### config.mk
export PLATFORM = sky130hd
export DESIGN_NAME = if_id_queue
export DESIGN_NICKNAME = d
export VERILOG_FILES = /design/src/rtl/if_id_queue_pkg.sv /design/src/rtl/if_id_queue_mem.sv /design/src/rtl/if_id_queue.sv
export SDC_FILE = /design/constraint.sdc
export NUM_CORES = 1
export LEC_CHECK = 0
export BUFFER_PORTS_ARGS = -buffer_cell sky130_fd_sc_hd__buf_4
export CORE_ASPECT_RATIO = 1.25
export CORE_MARGIN = 5
export CORE_UTILIZATION = 53
export DETAILED_ROUTE_END_ITERATION = 7
export GPL_TIMING_DRIVEN = 0
export MAX_ROUTING_LAYER = met4
export PLACE_DENSITY = 0.76
export SYNTH_ARGS = -nofsm -noshare
export SYNTH_HDL_FRONTEND = slang
export SYNTH_HIERARCHICAL = 1
export SYNTH_SLANG_ARGS = --single-unit
export TNS_END_PERCENT = 100
### constraint.sdc
create_clock -name clk -period 4.6 [get_ports clk]
set_input_delay 0.46 -clock clk [delete_from_list [all_inputs] [get_ports clk]]
set_output_delay 0.46 -clock clk [all_outputs]
set_load 0.005 [all_outputs]
### src/rtl/if_id_queue_pkg.sv
`default_nettype none
// ============================================================================
//  Module      : if_id_queue_pkg
//  Description : Shared widths, depth defaults and bubble value for the
//                fetch/decode instruction queue.
//  Revision    : 1.0 - initial release
// ============================================================================
package if_id_queue_pkg;

    localparam int          c_ADDR_LEN        = 32;
    localparam int          c_INSTRUCTION_LEN = 32;
    localparam int          c_IFQ_DEPTH       = 4;
    localparam int          c_IFQ_PTR_LEN     = 2;
    localparam logic [31:0] c_NOP             = 32'b0;

    // Pointer width for a given depth; falls back to the shared default when it applies.
    function automatic int ifq_ptr_len(input int depth);
        return (depth == c_IFQ_DEPTH) ? c_IFQ_PTR_LEN : $clog2(depth);
    endfunction

endpackage
`default_nettype wire

### src/rtl/if_id_queue_mem.sv
`default_nettype none
// ============================================================================
//  Module      : if_id_queue_mem
//  Description : DEPTH x WIDTH register array, synchronous write port and
//                combinational read port, cleared on reset.
//  Revision    : 1.0 - initial release
// ============================================================================
module if_id_queue_mem #(
    parameter int DEPTH = 4,
    parameter int WIDTH = 64,
    parameter int AW    = $clog2(DEPTH)
) (
    input  logic             clk,
    input  logic             rst,
    input  logic             we,
    input  logic [AW-1:0]    waddr,
    input  logic [WIDTH-1:0] wdata,
    input  logic [AW-1:0]    raddr,
    output logic [WIDTH-1:0] rdata
);

    logic [WIDTH-1:0] r_mem [DEPTH];

    always_ff @(posedge clk) begin
        if (rst) begin
            for (int i = 0; i < DEPTH; i++) begin
                r_mem[i] <= '0;
            end
        end else if (we) begin
            r_mem[waddr] <= wdata;
        end
    end

    assign rdata = r_mem[raddr];

endmodule
`default_nettype wire

### src/rtl/if_id_queue.sv
`default_nettype none
// ============================================================================
//  Module      : if_id_queue
//  Description : Valid/ready decoupled instruction queue between fetch and
//                decode, flushed on a taken branch. Optional zero-latency
//                empty-queue bypass under macro IF_ID_QUEUE_BYPASS_EN.
//  Revision    : 1.0 - initial release
// ============================================================================
module if_id_queue
    import if_id_queue_pkg::*;
#(
    parameter int DEPTH    = c_IFQ_DEPTH,
    parameter int WORD_LEN = c_ADDR_LEN,
    parameter int INST_LEN = c_INSTRUCTION_LEN
) (
    input  logic                   clk,
    input  logic                   rst,
    input  logic                   flush,
    input  logic                   in_valid,
    input  logic [WORD_LEN-1:0]    in_PC,
    input  logic [INST_LEN-1:0]    in_Instruction,
    output logic                   in_ready,
    input  logic                   out_ready,
    output logic                   out_valid,
    output logic [WORD_LEN-1:0]    PC,
    output logic [INST_LEN-1:0]    Instruction,
    output logic [$clog2(DEPTH):0] count
);

    localparam int PTR_W = ifq_ptr_len(DEPTH);
    localparam int CNT_W = PTR_W + 1;
    localparam int ENT_W = WORD_LEN + INST_LEN;

    logic [PTR_W-1:0] r_wr_ptr;
    logic [PTR_W-1:0] r_rd_ptr;
    logic [CNT_W-1:0] r_count;

    logic             w_full;
    logic             w_empty;
    logic             w_push;
    logic             w_pop;
    logic [ENT_W-1:0] w_rd_data;
    logic [ENT_W-1:0] w_wr_data;

    assign w_full    = (r_count == CNT_W'(DEPTH));
    assign w_empty   = (r_count == '0);
    assign w_wr_data = {in_PC, in_Instruction};

    // in_ready looks only at occupancy, so a full queue refuses even when popping.
    assign in_ready  = ~w_full;
    assign count     = r_count;
    assign w_pop     = ~w_empty & out_ready & ~flush;

`ifdef IF_ID_QUEUE_BYPASS_EN
    logic w_bypass;

    // An empty queue forwards the fetch pair directly; if decode takes it, it is never stored.
    assign w_bypass  = w_empty & in_valid & ~flush;
    assign w_push    = in_valid & ~w_full & ~flush & ~(w_bypass & out_ready);
    assign out_valid = ~w_empty | w_bypass;

    always_comb begin
        PC          = WORD_LEN'(c_NOP);
        Instruction = INST_LEN'(c_NOP);
        if (w_bypass) begin
            PC          = in_PC;
            Instruction = in_Instruction;
        end else if (!w_empty) begin
            PC          = w_rd_data[ENT_W-1:INST_LEN];
            Instruction = w_rd_data[INST_LEN-1:0];
        end
    end
`else
    assign w_push    = in_valid & ~w_full & ~flush;
    assign out_valid = ~w_empty;

    always_comb begin
        PC          = WORD_LEN'(c_NOP);
        Instruction = INST_LEN'(c_NOP);
        if (!w_empty) begin
            PC          = w_rd_data[ENT_W-1:INST_LEN];
            Instruction = w_rd_data[INST_LEN-1:0];
        end
    end
`endif

    // Reset and flush both rewind the queue; only reset also clears the storage.
    always_ff @(posedge clk) begin
        if (rst || flush) begin
            r_wr_ptr <= '0;
            r_rd_ptr <= '0;
            r_count  <= '0;
        end else begin
            if (w_push) r_wr_ptr <= r_wr_ptr + 1'b1;
            if (w_pop)  r_rd_ptr <= r_rd_ptr + 1'b1;
            r_count <= r_count + CNT_W'(w_push) - CNT_W'(w_pop);
        end
    end

    if_id_queue_mem #(
        .DEPTH (DEPTH),
        .WIDTH (ENT_W),
        .AW    (PTR_W)
    ) u_mem (
        .clk   (clk),
        .rst   (rst),
        .we    (w_push),
        .waddr (r_wr_ptr),
        .wdata (w_wr_data),
        .raddr (r_rd_ptr),
        .rdata (w_rd_data)
    );

endmodule
`default_nettype wire

==> results of run 1 <==
[per-layer routing]
metal,GRT usage,part of all wire,vias up
li1,-,-,3024
met1,0.2525,0.39,3278
met2,0.3536,0.53,163
met3,0.03477,0.056,42
met4,0.05416,0.020,0
met5,-,0,-
[flip-flops by register name (all words and copies together) (netlist names)]
name,flops
r_wr_ptr,2
r_rd_ptr,2
count,3
u_mem/r_mem,256
[layout make-up]
class                           count  area [sq um]  share of cell area
Timing Repair Buffer              142          1149             0.08020
Tap cell                          283         354.1             0.02472
Clock inverter                     19         190.2             0.01328
Buffer                             49         292.8             0.02044
Sequential cell                   263          7828              0.5465
Multi-Input combinational cell    421          3811              0.2661
Clock buffer                       29         683.2             0.04770
Inverter                            4         15.01            0.001048
[worst max-delay path: cells and delay by family (launching register included)]
kind                   cells  cell delay (ns)
DFF                        1             0.38
buffers and inverters      3             0.79
and+or+nand+nor            1             0.18
muxes                      1             0.55
[metrics by stage]
step | total power [mW] | hold WS (ns) | TNS, ns | std cells
6_report | 5.297 | 0.2305 | 0 | 1210
5_1_grt | 5.478 | 0.2193 | 0 | 1210
4_1_cts | 5.341 | 0.2155 | 0 | 1210
3_5_place_dp | 3.193 | 0.5547 | 0 | 1162
3_3_place_gp | 3.178 | 0.5523 | -311.18 | 1156
2_1_floorplan | 3.007 | 0.5251 | 0 | 737
[synthesized netlist by cell type, drive strengths merged]
| library cell | number |
|---|---|
| dfxtp | 7 |
| nand3 | 1 |
| or2 | 1 |
| buf | 22 |
| o31ai | 1 |
| nand2b | 1 |
| o311ai | 1 |
| ha | 2 |
| mux4 | 64 |
| mux2i | 2 |
| xor2 | 2 |
| a31o | 2 |
| nor3 | 3 |
| fa | 1 |
| clkbuf | 27 |
| or3b | 1 |
| and2 | 322 |
| o21bai | 2 |
| nand2 | 3 |
| nor2 | 3 |
| and4bb | 2 |
| or3 | 3 |
| xnor2 | 2 |
| inv | 4 |
| edfxtp | 256 |
| nor4b | 1 |
| and2b | 1 |
[worst max-delay path by stage]
stage / depth (start not counted) / endpoint / slack [ns] / from
after detailed placement: 6 / u_mem/r_mem[2][47] / 1.92 / count[1]
after global routing: 5 / Instruction[6] / 1.60 / r_rd_ptr[0]
final: 5 / Instruction[6] / 1.73 / r_rd_ptr[0]
after global placement: 5 / u_mem/r_mem[0][33] / -2.48 / count[1]
after floorplan: 5 / u_mem/r_mem[0][0] / 0.09 / count[1]
after CTS: 5 / Instruction[6] / 1.64 / r_rd_ptr[0]
[report_power, final]
part	switching (mW)	leakage (nW)	total (mW)	internal (mW)
Sequential	0.0311	2.72	2.78	2.75
Clock	0.872	0.426	2.16	1.29
Combinational	0.179	2.42	0.358	0.180
[kinds of logic (layout without fill, tap and decap cells)]
kind of cell               count (synthesis)  in the layout
and+or+nand+nor                          342            342
DFF                                      263            263
muxes                                     66             66
buffers and inverters                     53            243
AOI/OAI and AO/OA                          6              6
xor gates and xnor gates                   4              4
adders and majority gates                  3              3
==> impl_summary.log, run 1 <==
INFO  metric run_status = completed
INFO  metric yosysTopAreaCellShare = 0.6456
INFO  metric cts_made_buffers = 26
INFO  metric design_area = around 14000 sq um
INFO  metric maximum_number_of_pins_on_one_net_before_global_route_repair = 45
INFO  metric netlist.top_cell.by_area = sky130_fd_sc_hd__edfxtp_1
INFO  metric io_buffer_count = 136
INFO  metric number_of_nets_produced_by_synthesis = 809
INFO  metric cts.path.max_buffers = 3
INFO  metric final_util = 0.6449
INFO  metric fill_cells = 1613
INFO  metric layout_skew = 0.01191 ns
INFO  metric max_slew_margin = 0.4436
INFO  metric cap_viol_max_count = 0
INFO  metric timing.fmax = 347.9 MHz
INFO  metric clk_transition_reported_paths = 0.06 ns
INFO  metric vias = 6507
INFO  metric placed_area = 13450 sq um
INFO  metric worst_ir_drop_vdd = roughly 280 uV
INFO  metric die_h = approximately 180 um
INFO  metric post_synth_fa_ha_maj_area_fraction = 0.003783
INFO  metric fin_crit_sh = 0.6248
INFO  metric critical_path.reg2reg.endpoint = u_mem/r_mem[2][37]
INFO  metric startpoint_type = flip-flop
INFO  metric critPathMostFrequentCell = sky130_fd_sc_hd__buf_4
INFO  metric dpl_worst_slack = 1.918 ns
INFO  metric worstRegToRegCells = 6
INFO  metric layout.cells.most_common = sky130_fd_sc_hd__and2_1
INFO  metric timing.final.ws_setup = 1.726 ns
INFO  metric initial_core_util = 0.5361
INFO  metric timing.critical_path.slowest_stage_cell = sky130_fd_sc_hd__mux4_2
INFO  metric std_cell_core_area = ~22000 sq um
INFO  metric yosysSeqAreaShare = 0.6574
INFO  metric synth.cell_area = around 12000 sq um
INFO  metric timing.final.setup_violations = 0
INFO  metric grt_setup_unrepaired = false
INFO  metric synth_compound_area_frac = 0.004098
INFO  metric post_synth_mux_area_share = 0.1227
INFO  metric timing.hold.worst.start = in_PC[28]
INFO  metric worst_hold_path_type = input pin to flip-flop
INFO  metric synth_simple_gate_area_share = 0.1832
INFO  metric routed_wl = 25070 um
INFO  metric hold_depth = 2
INFO  metric avgViaCountPerCell = 5.378
INFO  metric finalNetCount = about 980
INFO  metric hold_end = u_mem/r_mem[2][60]
INFO  metric number_of_pins_exceeding_their_max_slew_limit_in_the_final_report = 0
INFO  metric cts_tree = yes
INFO  metric core.rowCount = slightly above 60
INFO  metric drt-initial-drc-count = ~300
INFO  metric timing.final.crit_period = 2.874 ns
INFO  metric critical_path.reg2reg.startpoint = count[1]
INFO  metric timing.final.hold_violations = 0
INFO  metric ys_seq_elements = 263
INFO  metric finalWeightedCongestion = roughly 0.74
INFO  metric post-cts-setup-buffers = 0
INFO  metric synth-xor-area-share = 0.002942
INFO  metric cts.sink_count = 263
INFO  metric cts.repair.resized = 0
INFO  metric power.static_leakage = around 5.6 nW
INFO  metric antenna_violations_before_repair = 0
INFO  metric cts_hold_repair.buffers = 0
INFO  metric die_width = around 140 um
INFO  metric crit_path_end_kind = output pin
INFO  metric insertedDiodeCount = 0
INFO  metric synth.lib_cells_used.distinct = 32
INFO  metric htree_levels = 1
INFO  metric grt_util_all_layers = 0.2052
INFO  metric area_growth = 20.29%
INFO  metric leftover_overflow_at_the_end_of_global_routing = 0
INFO  metric ys_top_cells_by_area = sky130_fd_sc_hd__edfxtp_1, sky130_fd_sc_hd__and2_1, sky130_fd_sc_hd__mux4_2
INFO  metric grt_pass1_vias = 7143
INFO  metric most_used_cells_in_the_layout_excluding_fill_and_tap_cells = sky130_fd_sc_hd__and2_1, sky130_fd_sc_hd__edfxtp_1, sky130_fd_sc_hd__buf_4
INFO  metric crit_type = flip-flop to output pin
INFO  metric place_hpwl = between 15000 and 20000 um
INFO  metric final_layout_size_suffix_gt1_frac = 0.3366
INFO  metric syn-mean-instance-area = roughly 16 sq um
INFO  metric yosysWarningCount = 6
INFO  metric worst_skew_late_latency = ~0.52 ns
INFO  metric synthesis.instances = 737
INFO  metric die-area = 25580 sq um
INFO  metric cp_slowest_stage_delay = about 0.55 ns
INFO  metric cp_cell_sequence = buf_2 -> buf_4 -> mux4_2 -> and2_1 -> buf_4
INFO  metric avgRoutedWirePerCell = 20.72 um
INFO  metric grt_first_pass_wirelength = ~39000 um
INFO  metric io_pins = ~140
INFO  metric path_max_fanout = 10
INFO  metric crit_required = 4.14 ns
INFO  metric postRouteAntennaNets = 0
INFO  metric drcViolationCount = 0
INFO  metric detailedRoute.firstPassIterationCount = 5
INFO  metric tightest_slew = around 0.83 ns
INFO  metric cellPowerDensity = 369.8 nW/um^2
INFO  metric rrSetupSlack = 1.90 ns
INFO  metric synth_top_family_by_area = simple AND/OR/NAND/NOR gates
INFO  metric cp_data_arrival_time = ~2.4 ns
INFO  metric cts-root-buf = sky130_fd_sc_hd__clkbuf_16
Note: power is estimated with default switching activity, not from simulation.
==> run 2: changes to the inputs <==
- CORE_UTILIZATION: 53 -> 55
- clock period: 4.6 -> 2.7 ns (I/O delays scaled with it)
==> run 2 against run 1 <==
Sequential cell count did not move. Global-route usage barely moved. Routed wire length fell by 1.5%. Critical path depth did not move. Worst setup slack got worse by 1.6 ns. Clock skew barely moved. Register-to-register slack got worse by 1.6 ns. Via count fell by 0.48%. Combinational power rose by 75%. Worst hold slack got worse by 0.19 ns. Non-clock buffer count rose by 12.
==> impl_summary.log, run 2 (synthesized netlist as in run 1, its figures left out) <==
INFO  metric vias = 6476
INFO  metric avgViaCountPerCell = 5.317
INFO  metric timing.hold.worst.start = in_PC[3]
INFO  metric stdcell_count = 1218
INFO  metric crit_required = approximately 2.4 ns
INFO  metric std_cell_core_area = 21400 sq um
INFO  metric path_buf_inv = 3
INFO  metric worst_hold_path_type = input pin to flip-flop
INFO  metric cp_cell_sequence = clkbuf_4 -> buf_4 -> mux4_2 -> and2_1 -> buf_4
INFO  metric insertedDiodeCount = 0
INFO  metric comb_power_share = 0.071
INFO  metric final_layout_size_suffix_gt1_frac = 0.3461
INFO  metric leftover_overflow_at_the_end_of_global_routing = 0
INFO  metric report.power.total = 8.796 mW
INFO  metric antenna_violations_before_repair = 0
INFO  metric timing.final.crit_period = approximately 2.6 ns
INFO  metric timing.final.hold_violations = 0
INFO  metric power.static_leakage = between 5 and 6 nW
INFO  metric detailedRoute.firstPassIterationCount = 5
INFO  metric layout.cells.most_common = sky130_fd_sc_hd__and2_1
INFO  metric place_hpwl = 15490 um
INFO  metric final_util = 0.6712
INFO  metric path_max_fanout = 10
INFO  metric switching_share = 0.2087
INFO  metric io_buffer_count = 136
INFO  metric cts_tree = yes
INFO  metric max_ffs_per_register = approximately 260
INFO  metric finalWeightedCongestion = between 0.7 and 0.8
INFO  metric startpoint_type = flip-flop
INFO  metric power.net_switching = 1.836 mW
INFO  metric avgRoutedWirePerCell = 20.27 um
INFO  metric cp_slowest_stage_delay = around 0.52 ns
INFO  metric grt_setup_unrepaired = true
INFO  metric timing.final.setup_violations = 0
INFO  metric number_of_pins_exceeding_their_max_slew_limit_in_the_final_report = 0
INFO  metric hold_end = u_mem/r_mem[0][35]
INFO  metric hold_depth = 2
INFO  metric top_register = u_mem/r_mem
INFO  metric drcViolationCount = 0
INFO  metric tightest_slew = 0.5292 ns
INFO  metric routed_wl = around 25000 um
INFO  metric critPathTopFamily = buffers and inverters
INFO  metric critical_path.reg2reg.endpoint = count[2]
INFO  metric initial_core_util = 0.5565
INFO  metric crit_path_end_kind = output pin
INFO  metric die_width = between 100 and 150 um
INFO  metric die_h = 174.5 um
INFO  metric io_pins = about 140
INFO  metric cts.path.max_buffers = 3
INFO  metric most_used_cells_in_the_layout_excluding_fill_and_tap_cells = sky130_fd_sc_hd__and2_1, sky130_fd_sc_hd__edfxtp_1, sky130_fd_sc_hd__buf_4
INFO  metric grt_first_pass_wirelength = 38030 um
INFO  metric finalNetCount = just under 1000
INFO  metric cts-root-buf = sky130_fd_sc_hd__clkbuf_16
INFO  metric crit_type = flip-flop to output pin
INFO  metric cellPowerDensity = 612.5 nW/um^2
INFO  metric cts.sink_count = ~260
INFO  metric power.internal = 6.960 mW
INFO  metric cp_data_arrival_time = 2.31 ns
INFO  metric postRouteAntennaNets = 0
INFO  metric die-area = 24710 sq um
INFO  metric p_seq_frac = 0.538
INFO  metric maximum_number_of_pins_on_one_net_before_global_route_repair = 50
INFO  metric core.rowCount = 60
INFO  metric area_growth = 20.62%
INFO  metric max_slew_margin = 0.6472
INFO  metric timing.fmax = 388.1 MHz
INFO  metric critPathMostFrequentCell = sky130_fd_sc_hd__buf_4
INFO  metric grt_util_all_layers = 0.2053
INFO  metric worst_skew_late_latency = approximately 0.53 ns
INFO  metric run_status = completed
INFO  metric timing.critical_path.slowest_stage_cell = sky130_fd_sc_hd__mux4_2
INFO  metric layout_skew = ~0.012 ns
INFO  metric cts_made_buffers = 26
INFO  metric worstRegToRegCells = 10
INFO  metric clk_transition_reported_paths = about 0.060 ns
INFO  metric cap_viol_max_count = 0
INFO  metric drt-initial-drc-count = 348
INFO  metric grt_pass1_vias = slightly below 7000
INFO  metric worst_ir_drop_vdd = 584.5 uV
INFO  metric htree_levels = 1
INFO  metric place_inst = approximately 1200
INFO  metric critical_path.reg2reg.startpoint = count[1]
INFO  metric fin_crit_sh = 0.9542
INFO  metric power.clock.fraction = 0.391
INFO  metric rrSetupSlack = 0.28 ns
run 2: power groups by stage:
stage,clock (mW),combinational [mW],sequential [mW]
after floorplan,0,0.313,4.81
after global placement,0,0.576,4.83
after detailed placement,0,0.618,4.82
after CTS,3.50,0.621,4.74
after global routing,3.66,0.685,4.75
final,3.44,0.628,4.73
run 2: area by class of cell:
class	count	area, sq um
timing repair buffer	154	1251
sequential	263	7828
clock inverter	12	87.58
fill	1562	7034
clock buffer	36	719.4
inverter	4	15.01
buffer	49	300.3
multi-input combinational	421	3811
tap	279	349.1
run 2: what timing repair did:
item                                    4_1_cts  5_1_grt
setup buffers                                 0       12
endpoints found under the setup margin       10      214
pin swaps                                     0        2
resized for setup                             1        2
hold endpoints to repair                      0        0
hold buffers                                  0        0
run 2: worst max-delay path by stage:
stage	from	to	slack, ns	cells past startpoint
2_1_floorplan	count[1]	u_mem/r_mem[0][0]	-0.48	5
3_3_place_gp	count[1]	u_mem/r_mem[0][36]	-1.97	5
3_5_place_dp	count[1]	u_mem/r_mem[2][38]	0.05	6
4_1_cts	r_rd_ptr[0]	Instruction[14]	0.01	5
5_1_grt	r_rd_ptr[0]	PC[24]	-0.008	5
6_report	r_rd_ptr[0]	Instruction[28]	0.12	5
run 2: through the flow:
stage          setup slack (ns)  setup TNS [ns]  instance area (sq um)  hold slack, ns
3_5_place_dp            0.05097               0                  13440          0.5691
4_1_cts                 0.01179               0                  14250         0.01895
2_1_floorplan           -0.4772          -61.08                  11910          0.3466
6_report                 0.1236               0                  14360         0.04100
3_3_place_gp             -1.966         -304.71                  13280          0.5479
5_1_grt               -0.008318        -0.01653                  14360         0.02965
run 2: layer usage:
layer / routed length [um] / global-route usage / part of all wire / vias to the layer above
met4: 398 / 0.03960 / 0.016 / 0
met1: 9669 / 0.2591 / 0.39 / 3256
met2: 13240 / 0.3544 / 0.54 / 147
li1: - / - / - / 3044
met3: 1374 / 0.03385 / 0.056 / 29
met5: 0 / - / 0 / -
run 2: worst register-to-register path: cells and delay by family, from the launching register on:
kind                     cells  cell delay (ns)
XOR/XNOR                     2             0.33
adder cells (fa/ha/maj)      3             0.82
buffers and inverters        1             0.04
flip-flops                   1             0.48
AND/OR/NAND/NOR              4             0.64
